File: src/rtl/mul_issue_ctrl_pkg.sv
// mul_issue_ctrl_pkg: shared definitions for the multiplier issue controller.
//   OP_*          RV32M multiply opcode encoding carried on req_op
//   mul_entry_t   in-flight pipeline entry (valid, op, operands); the operand
//                 sign bits are read straight from rs1[31]/rs2[31]
//   mul_fixup()   converts a signed x signed product into the selected result
package mul_issue_ctrl_pkg;

  localparam logic [1:0] OP_MUL    = 2'd0;
  localparam logic [1:0] OP_MULH   = 2'd1;
  localparam logic [1:0] OP_MULHSU = 2'd2;
  localparam logic [1:0] OP_MULHU  = 2'd3;

  typedef struct packed {
    logic        valid;
    logic [1:0]  op;
    logic [31:0] rs1;
    logic [31:0] rs2;
  } mul_entry_t;

  // The core only multiplies signed x signed. Treating an operand as unsigned
  // adds (other operand << 32) when its sign bit is set, so only the high word
  // needs correcting.
  function automatic logic [31:0] mul_fixup(input logic [1:0]  op,
                                            input logic [63:0] p,
                                            input logic [31:0] rs1,
                                            input logic [31:0] rs2);
    logic [31:0] hi;
    logic [31:0] res;
    hi = p[63:32];
    unique case (op)
      OP_MUL:    res = p[31:0];
      OP_MULH:   res = hi;
      OP_MULHSU: res = hi + (rs2[31] ? rs1 : 32'd0);
      default:   res = hi + (rs1[31] ? rs2 : 32'd0) + (rs2[31] ? rs1 : 32'd0);
    endcase
    return res;
  endfunction

endpackage

File: src/rtl/mul_issue_ctrl_if.sv
// mul_issue_ctrl_if: request, core-operand and response signals of the
// multiplier issue controller.
//   master: requester/environment side (drives requests, resp_rdy, mul_p)
//   slave : controller side (drives req_rdy, mul_a/mul_b, responses)
interface mul_issue_ctrl_if #(
  parameter int unsigned TAG_W = 4
);
  logic             req_vld;
  logic             req_rdy;
  logic [1:0]       req_op;
  logic [31:0]      req_rs1;
  logic [31:0]      req_rs2;
  logic [TAG_W-1:0] req_tag;
  logic [31:0]      mul_a;
  logic [31:0]      mul_b;
  logic [63:0]      mul_p;
  logic             resp_vld;
  logic             resp_rdy;
  logic [31:0]      resp_data;
  logic [TAG_W-1:0] resp_tag;

  modport master (
    output req_vld, req_op, req_rs1, req_rs2, req_tag, resp_rdy, mul_p,
    input  req_rdy, mul_a, mul_b, resp_vld, resp_data, resp_tag
  );

  modport slave (
    input  req_vld, req_op, req_rs1, req_rs2, req_tag, resp_rdy, mul_p,
    output req_rdy, mul_a, mul_b, resp_vld, resp_data, resp_tag
  );
endinterface

File: src/rtl/mul_issue_fifo.sv
// mul_issue_fifo: synchronous response FIFO.
//   clk, rst_n  clock, asynchronous active-low reset
//   i_clr       synchronous clear (empties the FIFO)
//   i_wr/i_wdata write strobe and data
//   i_rd        pop (ignored when empty)
//   o_rdata     head entry, stable until popped
//   o_empty     no entries
//   o_count     occupancy
module mul_issue_fifo #(
  parameter int unsigned DEPTH = 8,
  parameter int unsigned WIDTH = 36
) (
  input  logic                     clk,
  input  logic                     rst_n,
  input  logic                     i_clr,
  input  logic                     i_wr,
  input  logic [WIDTH-1:0]         i_wdata,
  input  logic                     i_rd,
  output logic [WIDTH-1:0]         o_rdata,
  output logic                     o_empty,
  output logic [$clog2(DEPTH):0]   o_count
);
  localparam int unsigned AW = $clog2(DEPTH);
  localparam logic [AW-1:0] PtrOne  = AW'(1);
  localparam logic [AW:0]   CntOne  = (AW+1)'(1);
  localparam logic [AW:0]   CntFull = (AW+1)'(DEPTH);

  logic [WIDTH-1:0] r_mem [DEPTH];
  logic [AW-1:0]    r_wptr;
  logic [AW-1:0]    r_rptr;
  logic [AW:0]      r_count;
  logic             w_full;
  logic             w_do_rd;

  assign o_empty = (r_count == '0);
  assign w_full  = (r_count == CntFull);
  assign w_do_rd = i_rd && !o_empty;
  assign o_rdata = r_mem[r_rptr];
  assign o_count = r_count;

  always_ff @(posedge clk or negedge rst_n) begin
    if (!rst_n) begin
      r_wptr  <= '0;
      r_rptr  <= '0;
      r_count <= '0;
    end else if (i_clr) begin
      r_wptr  <= '0;
      r_rptr  <= '0;
      r_count <= '0;
    end else begin
      if (i_wr)    r_wptr <= r_wptr + PtrOne;
      if (w_do_rd) r_rptr <= r_rptr + PtrOne;
      case ({i_wr, w_do_rd})
        2'b10:   r_count <= r_count + CntOne;
        2'b01:   r_count <= r_count - CntOne;
        default: r_count <= r_count;
      endcase
    end
  end

  always_ff @(posedge clk) begin
    if (i_wr && !i_clr) r_mem[r_wptr] <= i_wdata;
  end

  // Admission control guarantees space; a write into a full FIFO is a bug.
  a_no_overflow: assert property (@(posedge clk) disable iff (!rst_n)
    !(i_wr && w_full && !i_clr));

endmodule

File: src/rtl/mul_issue_ctrl.sv
// mul_issue_ctrl: issue controller and result sequencer for a fixed-latency
// 32x32 signed multiplier core without stall.
//   clk, rst_n  clock, asynchronous active-low reset
//   flush       (only with MUL_ISSUE_CTRL_FLUSH_EN defined) drops all work
//   bus         slave side of mul_issue_ctrl_if: req_* handshake in,
//               mul_a/mul_b/mul_p core interface, resp_* handshake out
//   busy        any operation in flight or buffered
// Requests are admitted only against free response-FIFO credits, so a product
// leaving the core always has a slot waiting for it.
module mul_issue_ctrl
  import mul_issue_ctrl_pkg::*;
#(
  parameter int unsigned MUL_LAT    = 5,
  parameter int unsigned FIFO_DEPTH = 8,
  parameter int unsigned TAG_W      = 4
) (
  input  logic            clk,
  input  logic            rst_n,
`ifdef MUL_ISSUE_CTRL_FLUSH_EN
  input  logic            flush,
`endif
  mul_issue_ctrl_if.slave bus,
  output logic            busy
);
  localparam int unsigned     CntW      = $clog2(FIFO_DEPTH + 1);
  localparam int unsigned     FifoW     = TAG_W + 32;
  localparam logic [CntW-1:0] CreditMax = CntW'(FIFO_DEPTH);
  localparam logic [CntW-1:0] CreditOne = CntW'(1);

  mul_entry_t                    r_pipe [MUL_LAT];
  logic [TAG_W-1:0]              r_tag  [MUL_LAT];
  logic                          r_fix_vld;
  logic [31:0]                   r_fix_data;
  logic [TAG_W-1:0]              r_fix_tag;
  logic [CntW-1:0]               r_credit;
  logic                          r_live;

  logic                          w_flush;
  logic                          w_accept;
  logic                          w_pop;
  logic                          w_any_vld;
  logic                          w_fifo_empty;
  logic [FifoW-1:0]              w_fifo_rdata;
  logic [$clog2(FIFO_DEPTH):0]   w_fifo_count;

`ifdef MUL_ISSUE_CTRL_FLUSH_EN
  assign w_flush = flush;
`else
  assign w_flush = 1'b0;
`endif

  // r_live keeps req_rdy low until the first clock after reset release.
  assign bus.req_rdy = r_live && (r_credit != '0) && !w_flush;
  assign w_accept    = bus.req_vld && bus.req_rdy;
  assign w_pop       = bus.resp_vld && bus.resp_rdy;
  assign bus.mul_a   = w_accept ? bus.req_rs1 : 32'd0;
  assign bus.mul_b   = w_accept ? bus.req_rs2 : 32'd0;

  always_comb begin
    w_any_vld = 1'b0;
    for (int i = 0; i < MUL_LAT; i++) w_any_vld = w_any_vld | r_pipe[i].valid;
  end

  always_ff @(posedge clk or negedge rst_n) begin
    if (!rst_n) begin
      for (int i = 0; i < MUL_LAT; i++) begin
        r_pipe[i] <= '0;
        r_tag[i]  <= '0;
      end
      r_fix_vld  <= 1'b0;
      r_fix_data <= '0;
      r_fix_tag  <= '0;
      r_credit   <= CreditMax;
      r_live     <= 1'b0;
    end else begin
      r_live    <= 1'b1;
      r_pipe[0] <= '{valid: w_accept, op: bus.req_op, rs1: bus.req_rs1, rs2: bus.req_rs2};
      r_tag[0]  <= bus.req_tag;
      for (int i = 1; i < MUL_LAT; i++) begin
        r_pipe[i] <= r_pipe[i-1];
        r_tag[i]  <= r_tag[i-1];
      end
      // The last stage lines up with the core output for its operation.
      r_fix_vld  <= r_pipe[MUL_LAT-1].valid;
      r_fix_data <= mul_fixup(r_pipe[MUL_LAT-1].op, bus.mul_p,
                              r_pipe[MUL_LAT-1].rs1, r_pipe[MUL_LAT-1].rs2);
      r_fix_tag  <= r_tag[MUL_LAT-1];

      if (w_flush) begin
        for (int i = 0; i < MUL_LAT; i++) r_pipe[i].valid <= 1'b0;
        r_fix_vld <= 1'b0;
        r_credit  <= CreditMax;
      end else if (w_accept && !w_pop) begin
        r_credit <= r_credit - CreditOne;
      end else if (!w_accept && w_pop) begin
        r_credit <= r_credit + CreditOne;
      end
    end
  end

  mul_issue_fifo #(
    .DEPTH (FIFO_DEPTH),
    .WIDTH (FifoW)
  ) u_fifo (
    .clk     (clk),
    .rst_n   (rst_n),
    .i_clr   (w_flush),
    .i_wr    (r_fix_vld),
    .i_wdata ({r_fix_tag, r_fix_data}),
    .i_rd    (w_pop),
    .o_rdata (w_fifo_rdata),
    .o_empty (w_fifo_empty),
    .o_count (w_fifo_count)
  );

  assign bus.resp_vld  = !w_fifo_empty;
  assign bus.resp_data = w_fifo_rdata[31:0];
  assign bus.resp_tag  = w_fifo_rdata[FifoW-1:32];
  assign busy          = w_any_vld || r_fix_vld || (w_fifo_count != '0);

endmodule

File: src/flat_wrapper.sv
// flat-port wrapper written by rule: the top's interface ports become plain ports
module mul_issue_ctrl_flat import mul_issue_ctrl_pkg::*;
#(
  parameter int unsigned MUL_LAT    = 5,
  parameter int unsigned FIFO_DEPTH = 8,
  parameter int unsigned TAG_W      = 4
)
  (clk, rst_n, busy, bus_req_vld, bus_req_op, bus_req_rs1, bus_req_rs2, bus_req_tag, bus_resp_rdy, bus_mul_p, bus_req_rdy, bus_mul_a, bus_mul_b, bus_resp_vld, bus_resp_data, bus_resp_tag);
  mul_issue_ctrl_if #(.TAG_W(TAG_W)) bus_i ();
  input  logic clk;
  input  logic rst_n;
  output logic busy;
  input wire logic [$bits(bus_i.req_vld)-1:0] bus_req_vld;
  input wire logic [$bits(bus_i.req_op)-1:0] bus_req_op;
  input wire logic [$bits(bus_i.req_rs1)-1:0] bus_req_rs1;
  input wire logic [$bits(bus_i.req_rs2)-1:0] bus_req_rs2;
  input wire logic [$bits(bus_i.req_tag)-1:0] bus_req_tag;
  input wire logic [$bits(bus_i.resp_rdy)-1:0] bus_resp_rdy;
  input wire logic [$bits(bus_i.mul_p)-1:0] bus_mul_p;
  output wire logic [$bits(bus_i.req_rdy)-1:0] bus_req_rdy;
  output wire logic [$bits(bus_i.mul_a)-1:0] bus_mul_a;
  output wire logic [$bits(bus_i.mul_b)-1:0] bus_mul_b;
  output wire logic [$bits(bus_i.resp_vld)-1:0] bus_resp_vld;
  output wire logic [$bits(bus_i.resp_data)-1:0] bus_resp_data;
  output wire logic [$bits(bus_i.resp_tag)-1:0] bus_resp_tag;
  assign bus_i.req_vld = bus_req_vld;
  assign bus_i.req_op = bus_req_op;
  assign bus_i.req_rs1 = bus_req_rs1;
  assign bus_i.req_rs2 = bus_req_rs2;
  assign bus_i.req_tag = bus_req_tag;
  assign bus_i.resp_rdy = bus_resp_rdy;
  assign bus_i.mul_p = bus_mul_p;
  assign bus_req_rdy = bus_i.req_rdy;
  assign bus_mul_a = bus_i.mul_a;
  assign bus_mul_b = bus_i.mul_b;
  assign bus_resp_vld = bus_i.resp_vld;
  assign bus_resp_data = bus_i.resp_data;
  assign bus_resp_tag = bus_i.resp_tag;
  mul_issue_ctrl #(.MUL_LAT(MUL_LAT), .FIFO_DEPTH(FIFO_DEPTH), .TAG_W(TAG_W)) u_core (.clk(clk), .rst_n(rst_n), .bus(bus_i), .busy(busy));
endmodule
File: config.mk
export PLATFORM = sky130hd
export DESIGN_NAME = mul_issue_ctrl_flat
export DESIGN_NICKNAME = d
export VERILOG_FILES = /design/src/rtl/mul_issue_ctrl_pkg.sv /design/src/rtl/mul_issue_ctrl_if.sv /design/src/rtl/mul_issue_fifo.sv /design/src/rtl/mul_issue_ctrl.sv /design/src/flat_wrapper.sv
export SDC_FILE = /design/constraint.sdc
export NUM_CORES = 1
export LEC_CHECK = 0
export CAP_MARGIN = 40
export CORE_MARGIN = 4
export CORE_UTILIZATION = 40
export CTS_CLUSTER_DIAMETER = 60
export DETAILED_ROUTE_END_ITERATION = 16
export PLACE_DENSITY = 0.63
export RECOVER_POWER = 50
export SLEW_MARGIN = 20
export SYNTH_ARGS = -nofsm -noshare
export SYNTH_HDL_FRONTEND = slang
export SYNTH_SLANG_ARGS = --single-unit
File: constraint.sdc
create_clock -name clk -period 5.6 [get_ports clk]
set_input_delay 0.84 -clock clk [delete_from_list [all_inputs] [get_ports clk]]
set_output_delay 0.84 -clock clk [all_outputs]
set_load 0.01 [all_outputs]
==> results of run 1 <==
==> how the worst max path moves through the flow <==
stage / cells after the start / slack, ns / endpoint / from
4_1_cts: 16 / 1.14 / u_core.r_fix_data[31]$_DFF_PN0_ / u_core.r_pipe[31]$_DFF_PN0_
3_5_place_dp: 14 / 0.74 / u_core.r_fix_data[31]$_DFF_PN0_ / bus_mul_p[33]
6_report: 16 / 1.11 / u_core.r_fix_data[31]$_DFF_PN0_ / u_core.r_pipe[31]$_DFF_PN0_
5_1_grt: 16 / 0.86 / u_core.r_fix_data[31]$_DFF_PN0_ / u_core.r_pipe[31]$_DFF_PN0_
3_3_place_gp: 14 / 0.74 / u_core.r_fix_data[31]$_DFF_PN0_ / bus_mul_p[33]
2_1_floorplan: 11 / 1.81 / u_core.r_fix_data[28]$_DFF_PN0_ / bus_mul_p[36]
==> metal layers <==
metal	vias up	track usage (%)	wire (um)
met2	376	26.7	28000
met3	95	3.09	2750
met5	-	0	55
met1	7205	22.1	25200
met4	8	5.20	1450
li1	6500	-	-
==> kinds of logic after synthesis <==
group / after synthesis / share of synthesized area (%)
other: 1 / 0.0139
adders and majority gates: 104 / 5.80
and+or+nand+nor: 303 / 6.10
xor gates and xnor gates: 63 / 2.05
DFF: 695 / 69.8
buffers and inverters: 96 / 1.34
AOI/OAI and AO/OA: 198 / 4.93
muxes: 144 / 9.94
==> worst reg2reg max path, delay by kind of cell, from the launching register on <==
family          cells  cell delay, ns
compound gates      5            1.55
fa+ha+maj           3            1.15
flops               1            0.52
buf+inv             3            0.40
simple gates        3            0.36
mux                 1            0.20
xor+xnor            1            0.19
==> sequential cells by signal, summed over array words and instances, names as in the netlist <==
register,flops
u_core.u_fifo.r_rptr,3
u_core.r_live,1
u_core.r_pipe,335
u_core.u_fifo.r_mem,288
u_core.r_fix_vld,1
u_core.r_tag,20
u_core.u_fifo.o_count,4
u_core.r_credit,4
u_core.u_fifo.r_wptr,3
u_core.r_fix_data,32
u_core.r_fix_tag,4
==> cell usage in the layout, fill, tap and decap left out, types with 35 or more instances in the layout <==
cell,netlist,layout
dfrtp_1,406,403
edfxtp_1,288,288
clkdlybuf4s50_1,0,168
mux4_2,95,95
clkbuf_16,0,77
and3_1,73,73
dlygate4sd3_1,0,70
ha_1,69,69
and2_1,64,64
a21oi_1,59,59
nand2_1,52,52
mux2_2,41,41
nor2_1,46,40
xnor2_1,35,35
fa_1,35,35
==> synthesized netlist by cell type (15+ instances only) <==
cell	number	area, um^2
mux2_2	41	462
o21ai_0	21	105
nor2_1	46	173
nand2_1	52	195
and2_1	64	400
clkbuf_1	51	191
xor2_1	28	245
fa_1	35	701
o21ai_1	15	75.1
xnor2_1	35	307
ha_1	69	863
edfxtp_1	288	8650
a21oi_1	59	295
and3_1	73	457
mux4_2	95	2140
dfrtp_1	406	10200
a21o_1	22	165
inv_1	32	120
==> per-stage QoR <==
stage | setup WS [ns] | total power [uW] | utilization (%)
2_1_floorplan | 1.81 | 8060 | -
3_3_place_gp | 0.736 | 9370 | 46.0
3_5_place_dp | 0.743 | 9500 | 46.1
4_1_cts | 1.14 | 14400 | 49.8
5_1_grt | 0.856 | 14800 | 49.9
6_report | 1.11 | 14100 | 49.9
==> area by class of cell <==
type,count,area (um^2)
Sequential cell,695,18800
Fill cell,5537,33200
Inverter,32,120
Clock buffer,108,2140
Multi-Input combinational cell,813,7830
Antenna cell,6,15.0
Clock inverter,24,310
Tap cell,864,1080
Timing Repair Buffer,267,2750
==> power groups by stage <==
stage / Clock, uW / Sequential, uW / Combinational [uW]
after floorplan: 0 / 6070 / 1990
final: 4790 / 6140 / 3210
after global placement: 0 / 6340 / 3030
after CTS: 4930 / 6150 / 3280
after global routing: 5160 / 6200 / 3480
after detailed placement: 0 / 6250 / 3250
==> impl_metrics.json, run 1 <==
{
  "outcome": "finished, violations left",
  "violations": "capacitance limit, slew limit",
  "postCtsSetupBuffers": 0,
  "synth_area_um2": 27000,
  "critPathKind": "reg -> reg",
  "cp_slowest_cell": "dfrtp_1",
  "async_reset_ff_share_pct": 58.6,
  "rsz0062_at_grt": "false",
  "rows": 94,
  "timing.fmax_ghz": 0.222,
  "internal-power_uw": 10500,
  "grt_util_all_layers_pct": 16.2,
  "fin_worst_skew_ns": 0.0242,
  "final_area_um2": 33100,
  "hold_viol_final": 0,
  "postRouteAntennaNets": 0,
  "die_y_um": 268,
  "cts.sinks": 695,
  "ir_worst_vdd_mv": 0.253,
  "cts-root-buf": "clkbuf_16",
  "ff2ff_path_depth": 16,
  "drtPass1Iterations": 5,
  "htree_levels": 3,
  "synth_cell_types": 68,
  "cts_buffers": 72,
  "cp.required_ns": 6.07,
  "synth_warnings": 0,
  "crit_arrival_ns": 4.96,
  "cts.clk_slew.worst_paths_ns": 0.06,
  "cp-end-kind": "flop",
  "min_delay_path_depth": 0,
  "grt_pass1_wl_um": 89000,
  "dp.cells": 2669,
  "finalSetupViolCount": 0,
  "first_iter_violations": 901,
  "clock_path_buffers": 3,
  "p_per_area_nw_per_um2": 427,
  "nets": 2123,
  "vias": 14184,
  "max_cap_viol_count": 2,
  "dieArea_um2": 71600,
  "whs_endpoint": "u_core.r_pipe[65]$_DFF_PN0_",
  "hpwl_um": 39100,
  "grt_overflow": 0,
  "syn_inst": 1604,
  "top_level_ports": 241,
  "swShare_pct": 26.0,
  "reg2reg_setup_slack_ns": 1.11,
  "grt_pass1_vias": 15209,
  "grt_max_degree": 152,
  "whs_ns": 0.335,
  "synth_edf_count": 288,
  "drive_above_1_share_pct": 15.2,
  "via_per_inst": 5.05,
  "worstSetupStartpointType": "flop",
  "hold_buffers": 0,
  "tightest_slew_ns": 2.64,
  "period_share_pct": 80.3,
  "antenna_found_initial": 11,
  "drt-total-wl_um": 57400,
  "clock_latency_ns": 0.59,
  "power_frac_clock_pct": 33.9,
  "drc": 0,
  "reg2reg_from": "u_core.r_pipe[31]$_DFF_PN0_",
  "p_leak_uw": 0.0131,
  "hp-start": "u_core.r_pipe[132]$_DFF_PN0_",
  "die_w_um": 268,
  "slew_viol_final": 134,
  "reg2reg_to": "u_core.r_fix_data[31]$_DFF_PN0_",
  "synth_nets": 1846,
  "period_needed_ns": 4.49,
  "syn_area_per_cell_um2": 16.8,
  "yosysSeqAreaShare_pct": 69.8,
  "cp_cell_sequence": "buf_16, nand2_1, inv_1, fa_1, ha_1, inv_1, fa_1, nor2b_1, o21bai_1, a21oi_1, o41ai_1, o31a_1, o41ai_1, xnor2_1, mux2i_1, nor3_1",
  "min-delay-path-class": "reg -> reg",
  "crit_fanout": 23,
  "path_buf_inv": 3,
  "cts_resized": 0,
  "gp_congestion": 0.820,
  "switchingPower_uw": 3670,
  "core_um2": 66300,
  "seq_power_share_pct": 43.4,
  "placed_area_um2": 30600,
  "setup_tns_ns": 0,
  "wl_per_cell_um": 20.4,
  "relSlewSlack_pct": -76.0,
  "critPathMaxStageDelay_ns": 0.52,
  "synth-main-ff-cell": "dfrtp_1",
  "portBuffers": 240,
  "cp_top_family": "compound AO/OA/AOI/OAI gates",
  "synth_seq_cells": 695,
  "cts_tree": "built",
  "start_util_pct": 40.7,
  "fin_cells": 2809,
  "p_comb_share_pct": 22.7,
  "synthToLayoutAreaGrowth_pct": 22.7
}
No activity file was read; power rests on OpenSTA's default activity.
==> run 2: changes to the inputs <==
==> constraint.sdc (replaced) <==
create_clock -name clk -period 4.25 [get_ports clk]
set_input_delay 0.6375 -clock clk [delete_from_list [all_inputs] [get_ports clk]]
set_output_delay 0.6375 -clock clk [all_outputs]
set_load 0.01 [all_outputs]
==> run 2 against run 1 <==
Effect of this change:
- the run still ends with capacitance limit, slew limit left
- first-iteration DRC count is 5.8% higher
- clock power is 33% higher
- wire length is 1.1% higher
- setup slack worse by 0.79 ns
- maximum frequency is 14% higher
- clock-buffer cell count is 8 lower
- sequential power is 32% higher
- final area is 1.0% higher
- sequential share of layout area is 0.56 points lower
- register-to-register slack worse by 0.79 ns
- combinational power is 32% higher
- power is 32% higher
==> impl_metrics.json, run 2 (same netlist as run 1, synthesis figures left out) <==
{
  "outcome": "finished, violations left",
  "violations": "capacitance limit, slew limit",
  "cp.required_ns": 4.71,
  "drc": 0,
  "postCtsSetupBuffers": 0,
  "hold_viol_final": 0,
  "finalPower_uw": 18700,
  "cp_top_family": "adder cells",
  "antenna_found_initial": 9,
  "p_comb_share_pct": 22.6,
  "switchingPower_uw": 4840,
  "cts_tree": "built",
  "drive_above_1_share_pct": 17.3,
  "critPathKind": "reg -> reg",
  "gp_congestion": 0.843,
  "cts_resized": 0,
  "fin_cells": 2837,
  "swShare_pct": 25.9,
  "tightest_slew_ns": 2.66,
  "p_per_area_nw_per_um2": 559,
  "cts.clk_slew.worst_paths_ns": 0.06,
  "cp_slowest_cell": "fa_1",
  "first_iter_violations": 953,
  "placed_area_um2": 30900,
  "regMostFlops": "u_core.r_pipe",
  "clock_latency_ns": 0.58,
  "reg.largest.list": "u_core.r_pipe: 335 flops, u_core.u_fifo.r_mem: 288 flops, u_core.r_fix_data: 32 flops",
  "top_level_ports": 241,
  "vias": 14238,
  "wl_per_cell_um": 20.5,
  "drtPass1Iterations": 5,
  "core_um2": 66300,
  "timing.fmax_ghz": 0.254,
  "final_common_cell": "dfrtp_1",
  "cp_cell_sequence": "nand2_1, inv_1, fa_1, ha_1, inv_1, fa_1, nor2b_1, o21bai_1, a21oi_1, buf_4, o41ai_1, buf_4, o31a_1, buf_4, xnor2_1, mux4_2",
  "grt_pass1_vias": 15516,
  "max_cap_viol_count": 1,
  "die_w_um": 268,
  "via_per_inst": 5.02,
  "final_area_um2": 33400,
  "relSlewSlack_pct": -77.4,
  "dieArea_um2": 71600,
  "cts.sinks": 695,
  "grt_pass1_wl_um": 91200,
  "largest_register_ffs": 335,
  "period_needed_ns": 3.93,
  "worstSetupStartpointType": "flop",
  "internal-power_uw": 13900,
  "rsz0062_at_grt": "false",
  "clock_path_buffers": 3,
  "seq_power_share_pct": 43.4,
  "finalSetupViolCount": 0,
  "path_buf_inv": 5,
  "drt-total-wl_um": 58100,
  "postRouteAntennaNets": 0,
  "grt_util_all_layers_pct": 16.6,
  "hold_buffers": 0,
  "period_share_pct": 92.5,
  "fin_worst_skew_ns": 0.0164,
  "portBuffers": 240,
  "min-delay-path-class": "reg -> reg",
  "rows": 94,
  "crit_fanout": 17,
  "ir_worst_vdd_mv": 0.272,
  "nets": 2156,
  "grt_max_degree": 94,
  "cts_buffers": 70,
  "layout_common_cells": "dfrtp_1, edfxtp_1, clkdlybuf4s50_1, mux4_2, clkbuf_16",
  "die_y_um": 268,
  "setup_tns_ns": 0,
  "slew_viol_final": 91,
  "cts-root-buf": "clkbuf_16",
  "hpwl_um": 41000,
  "crit_arrival_ns": 4.39,
  "synthToLayoutAreaGrowth_pct": 23.9,
  "p_leak_uw": 0.0133,
  "htree_levels": 3,
  "power_frac_clock_pct": 34.0,
  "grt_overflow": 0,
  "start_util_pct": 40.7,
  "critPathMaxStageDelay_ns": 0.51,
  "path_common_cell": "buf_4",
  "cp-end-kind": "flop",
  "dp.cells": 2705
}
run 2: changes by cell type in the layout (fill, tap and decap cells not counted), moves of 3 or more:
| cell | change |
|---|---|
| inv_6 | +4 |
| clkbuf_1 | -8 |
| buf_4 | +32 |
| clkbuf_8 | +3 |
| clkinv_1 | -4 |
| diode_2 | -3 |
| clkbuf_16 | -3 |
| clkinv_2 | +4 |
run 2: layout make-up:
type,instances,area [um^2]
fillers,5476,32900
flip-flops and latches,695,18800
multi-input cells,813,7850
repair buffers,302,3060
clock buffers,100,2080
well taps,864,1080
clock inverters,28,389
inverters,32,120
diodes,3,7.51
run 2: per-stage QoR:
step	util, %	worst slack, ns	hold WS (ns)
2_1_floorplan	-	0.592	0.331
3_3_place_gp	46.4	-0.222	0.332
3_5_place_dp	46.6	-0.204	0.335
4_1_cts	50.3	0.153	0.106
5_1_grt	50.4	0.0341	0.341
6_report	50.4	0.318	0.339
run 2: metal layers:
metal  routed length, um  GRT usage (%)  vias up
met5                  72              0        -
met4                1180           4.91       12
met3                2880           3.36       75
met2               28600           27.3      367
met1               25400           22.5     7207
li1                    -              -     6577
run 2: worst reg2reg max path, stage by stage (launching register included):
cell	delay, ns
dfrtp_2	0.49
nand2_1	0.13
inv_1	0.08
fa_1	0.51
ha_1	0.16
inv_1	0.06
fa_1	0.44
nor2b_1	0.19
o21bai_1	0.11
a21oi_1	0.16
buf_4	0.15
o41ai_1	0.09
buf_4	0.16
o31a_1	0.35
buf_4	0.17
xnor2_1	0.11
mux4_2	0.46
run 2: final timing paths:
check | start | endpoint | slack, ns | cells after the start
max | u_core.r_pipe[31]$_DFF_PN0_ | u_core.r_fix_data[23]$_DFF_PN0_ | 0.32 | 16
min | u_core.r_pipe[303]$_DFF_PN0_ | u_core.r_pipe[236]$_DFF_PN0_ | 0.34 | 0
max reg2reg | u_core.r_pipe[31]$_DFF_PN0_ | u_core.r_fix_data[23]$_DFF_PN0_ | 0.32 | 16
min reg2reg | u_core.r_pipe[303]$_DFF_PN0_ | u_core.r_pipe[236]$_DFF_PN0_ | 0.34 | 0
max in group asynchronous | rst_n | u_core.u_fifo.r_rptr[0]$_DFFE_PN0P_ | 1.48 | 1
min in group asynchronous | rst_n | u_core.r_fix_tag[0]$_DFF_PN0_ | 0.88 | 1
run 2: power by group through the flow:
stage	clock [uW]	combinational, uW	sequential (uW)
6_report	6350	4230	8110
4_1_cts	6540	4320	8130
5_1_grt	6870	4600	8190
3_3_place_gp	0	4210	8200
3_5_place_dp	0	4300	8250
2_1_floorplan	0	2620	8000
==> run 3: changes to the inputs <==
--- a/config.mk
+++ b/config.mk
@@ -5,7 +5,7 @@
 export SDC_FILE = /design/constraint.sdc
 export NUM_CORES = 1
 export LEC_CHECK = 0
-export CAP_MARGIN = 40
+export CAP_MARGIN = 20
 export CORE_MARGIN = 4
 export CORE_UTILIZATION = 40
 export CTS_CLUSTER_DIAMETER = 60
==> run 3 against run 2 <==
Effect of this change:
- the run still ends with capacitance limit, slew limit left
- power is 1.2% lower
- sequential power is essentially flat
- maximum frequency grew 0.63%
- combinational power is 1% lower
- setup slack gained 0.025 ns
- register-to-register slack better by 0.02 ns
- clock power decreased by 3%
- critical endpoint unchanged
==> impl_metrics.json, run 3 (same netlist as run 1, synthesis figures left out) <==
{
  "outcome": "finished, violations left",
  "violations": "capacitance limit, slew limit",
  "finalSetupViolCount": 0,
  "grt_pass1_vias": 15528,
  "dieArea_um2": 71600,
  "first_iter_violations": 822,
  "drtPass1Iterations": 5,
  "clock_path_buffers": 3,
  "cts_tree": "built",
  "portBuffers": 240,
  "layout_common_cells": "dfrtp_1, edfxtp_1, clkdlybuf4s50_1, mux4_2, clkbuf_16",
  "regMostFlops": "u_core.r_pipe",
  "grt_overflow": 0,
  "largest_register_ffs": 335,
  "start_util_pct": 40.7,
  "setup_tns_ns": 0,
  "grt_util_all_layers_pct": 16.4,
  "clock_latency_ns": 0.58,
  "period_share_pct": 91.9,
  "drt-total-wl_um": 57700,
  "cts.sinks": 695,
  "slew_viol_final": 91,
  "top_level_ports": 241,
  "postRouteAntennaNets": 0,
  "core_um2": 66300,
  "fin_worst_skew_ns": 0.0158,
  "hold_viol_final": 0,
  "relSlewSlack_pct": -79.6,
  "postCtsSetupBuffers": 0,
  "via_per_inst": 5.04,
  "layout_setup_ws_ns": 0.342,
  "period_needed_ns": 3.91,
  "place_ws_ns": -0.195,
  "crit_arrival_ns": 4.36,
  "vias": 14284,
  "reg.largest.list": "u_core.r_pipe: 335 flops, u_core.u_fifo.r_mem: 288 flops, u_core.r_fix_data: 32 flops",
  "timing.fmax_ghz": 0.256,
  "p_per_area_nw_per_um2": 557,
  "grt_pass1_wl_um": 90300,
  "critPathKind": "reg -> reg",
  "min-delay-path-class": "reg -> reg",
  "drive_above_1_share_pct": 16.5,
  "cts.clk_slew.worst_paths_ns": 0.06,
  "tightest_slew_ns": 2.69,
  "wl_per_cell_um": 20.4,
  "crit_fanout": 17,
  "final_common_cell": "dfrtp_1",
  "nets": 2150,
  "die_y_um": 268,
  "max_cap_viol_count": 1,
  "rsz0062_at_grt": "false",
  "cp-end-kind": "flop",
  "ir_worst_vdd_mv": 0.343,
  "worstSetupStartpointType": "flop",
  "drc": 0,
  "htree_levels": 3,
  "die_w_um": 268,
  "p_leak_uw": 0.0132,
  "grt_max_degree": 94,
  "rows": 94,
  "gp_congestion": 0.843,
  "cts_buffers": 71,
  "hpwl_um": 40300,
  "antenna_found_initial": 9,
  "cts-root-buf": "clkbuf_16",
  "cp.required_ns": 4.70,
  "synthToLayoutAreaGrowth_pct": 23.0
}
==> run 3: changes by cell type in the layout (fill, tap and decap cells not counted), moves of 2 or more <==
cell	change
clkbuf_16	+2
clkinvlp_4	+3
clkinv_2	-3
clkinv_1	+4
buf_16	-6
clkbuf_1	+5
inv_6	-3
bufinv_16	-3
clkbuf_8	-3
==> run 3: metrics by stage <==
step / std cells / cell area [um^2] / hold WS, ns / utilization (%) / power, uW
detailed placement: 2699 / 30800 / 0.335 / 46.4 / 12500
global route: 2831 / 33200 / 0.341 / 50.0 / 19400
CTS: 2829 / 33200 / 0.113 / 50.0 / 18800
global placement: 2699 / 30800 / 0.332 / 46.4 / 12400
finish: 2833 / 33200 / 0.338 / 50.0 / 18500
floorplan: 1604 / 27000 / 0.331 / - / 10600
==> run 3: worst paths after layout <==
kind / startpoint / endpoint / slack [ns] / cells past startpoint
max: u_core.r_pipe[31]$_DFF_PN0_ / u_core.r_fix_data[23]$_DFF_PN0_ / 0.34 / 16
min: u_core.r_pipe[303]$_DFF_PN0_ / u_core.r_pipe[236]$_DFF_PN0_ / 0.34 / 0
max reg2reg: u_core.r_pipe[31]$_DFF_PN0_ / u_core.r_fix_data[23]$_DFF_PN0_ / 0.34 / 16
min reg2reg: u_core.r_pipe[303]$_DFF_PN0_ / u_core.r_pipe[236]$_DFF_PN0_ / 0.34 / 0
max in group asynchronous: rst_n / u_core.u_fifo.r_rptr[0]$_DFFE_PN0P_ / 1.43 / 1
min in group asynchronous: rst_n / u_core.r_fix_tag[0]$_DFF_PN0_ / 0.90 / 1
==> run 3: power by group <==
group | internal, uW | switching, uW
Sequential | 7690 | 428
Clock | 3770 | 2420
Combinational | 2210 | 1960
Total | 13700 | 4810
==> run 3: what timing repair did <==
action,4_1_cts,5_1_grt
endpoints found under the setup margin,0,4
gates resized for setup,0,2
endpoints found under the hold margin,0,0
hold buffers,0,0
==> run 3: layer usage <==
metal  global-route usage, %  wire length (um)  up-vias
met4                    5.68              1430       10
li1                        -                 -     6571
met5                       0                81        -
met2                    26.9             28000      367
met1                    22.5             25500     7240
met3                    2.90              2630       96
==> run 3: cell type report <==
class / count / area (um^2)
diodes: 4 / 10.0
flip-flops and latches: 695 / 18800
multi-input cells: 813 / 7840
inverters: 32 / 120
well taps: 864 / 1080
clock inverters: 27 / 309
fillers: 5463 / 33200
repair buffers: 295 / 2870
clock buffers: 103 / 2100
==> run 3: worst max-delay path: stages (launching register included) <==
cell and delay, ns:
dfrtp_2 0.49, nand2_1 0.12, inv_1 0.08, fa_1 0.50, ha_1 0.16, inv_1 0.06, fa_1 0.44, nor2b_1 0.17
o21bai_1 0.10, a21oi_1 0.15, buf_4 0.15, o41ai_1 0.09, buf_4 0.16, o31a_1 0.35, buf_4 0.16, xnor2_1 0.11
mux4_2 0.46
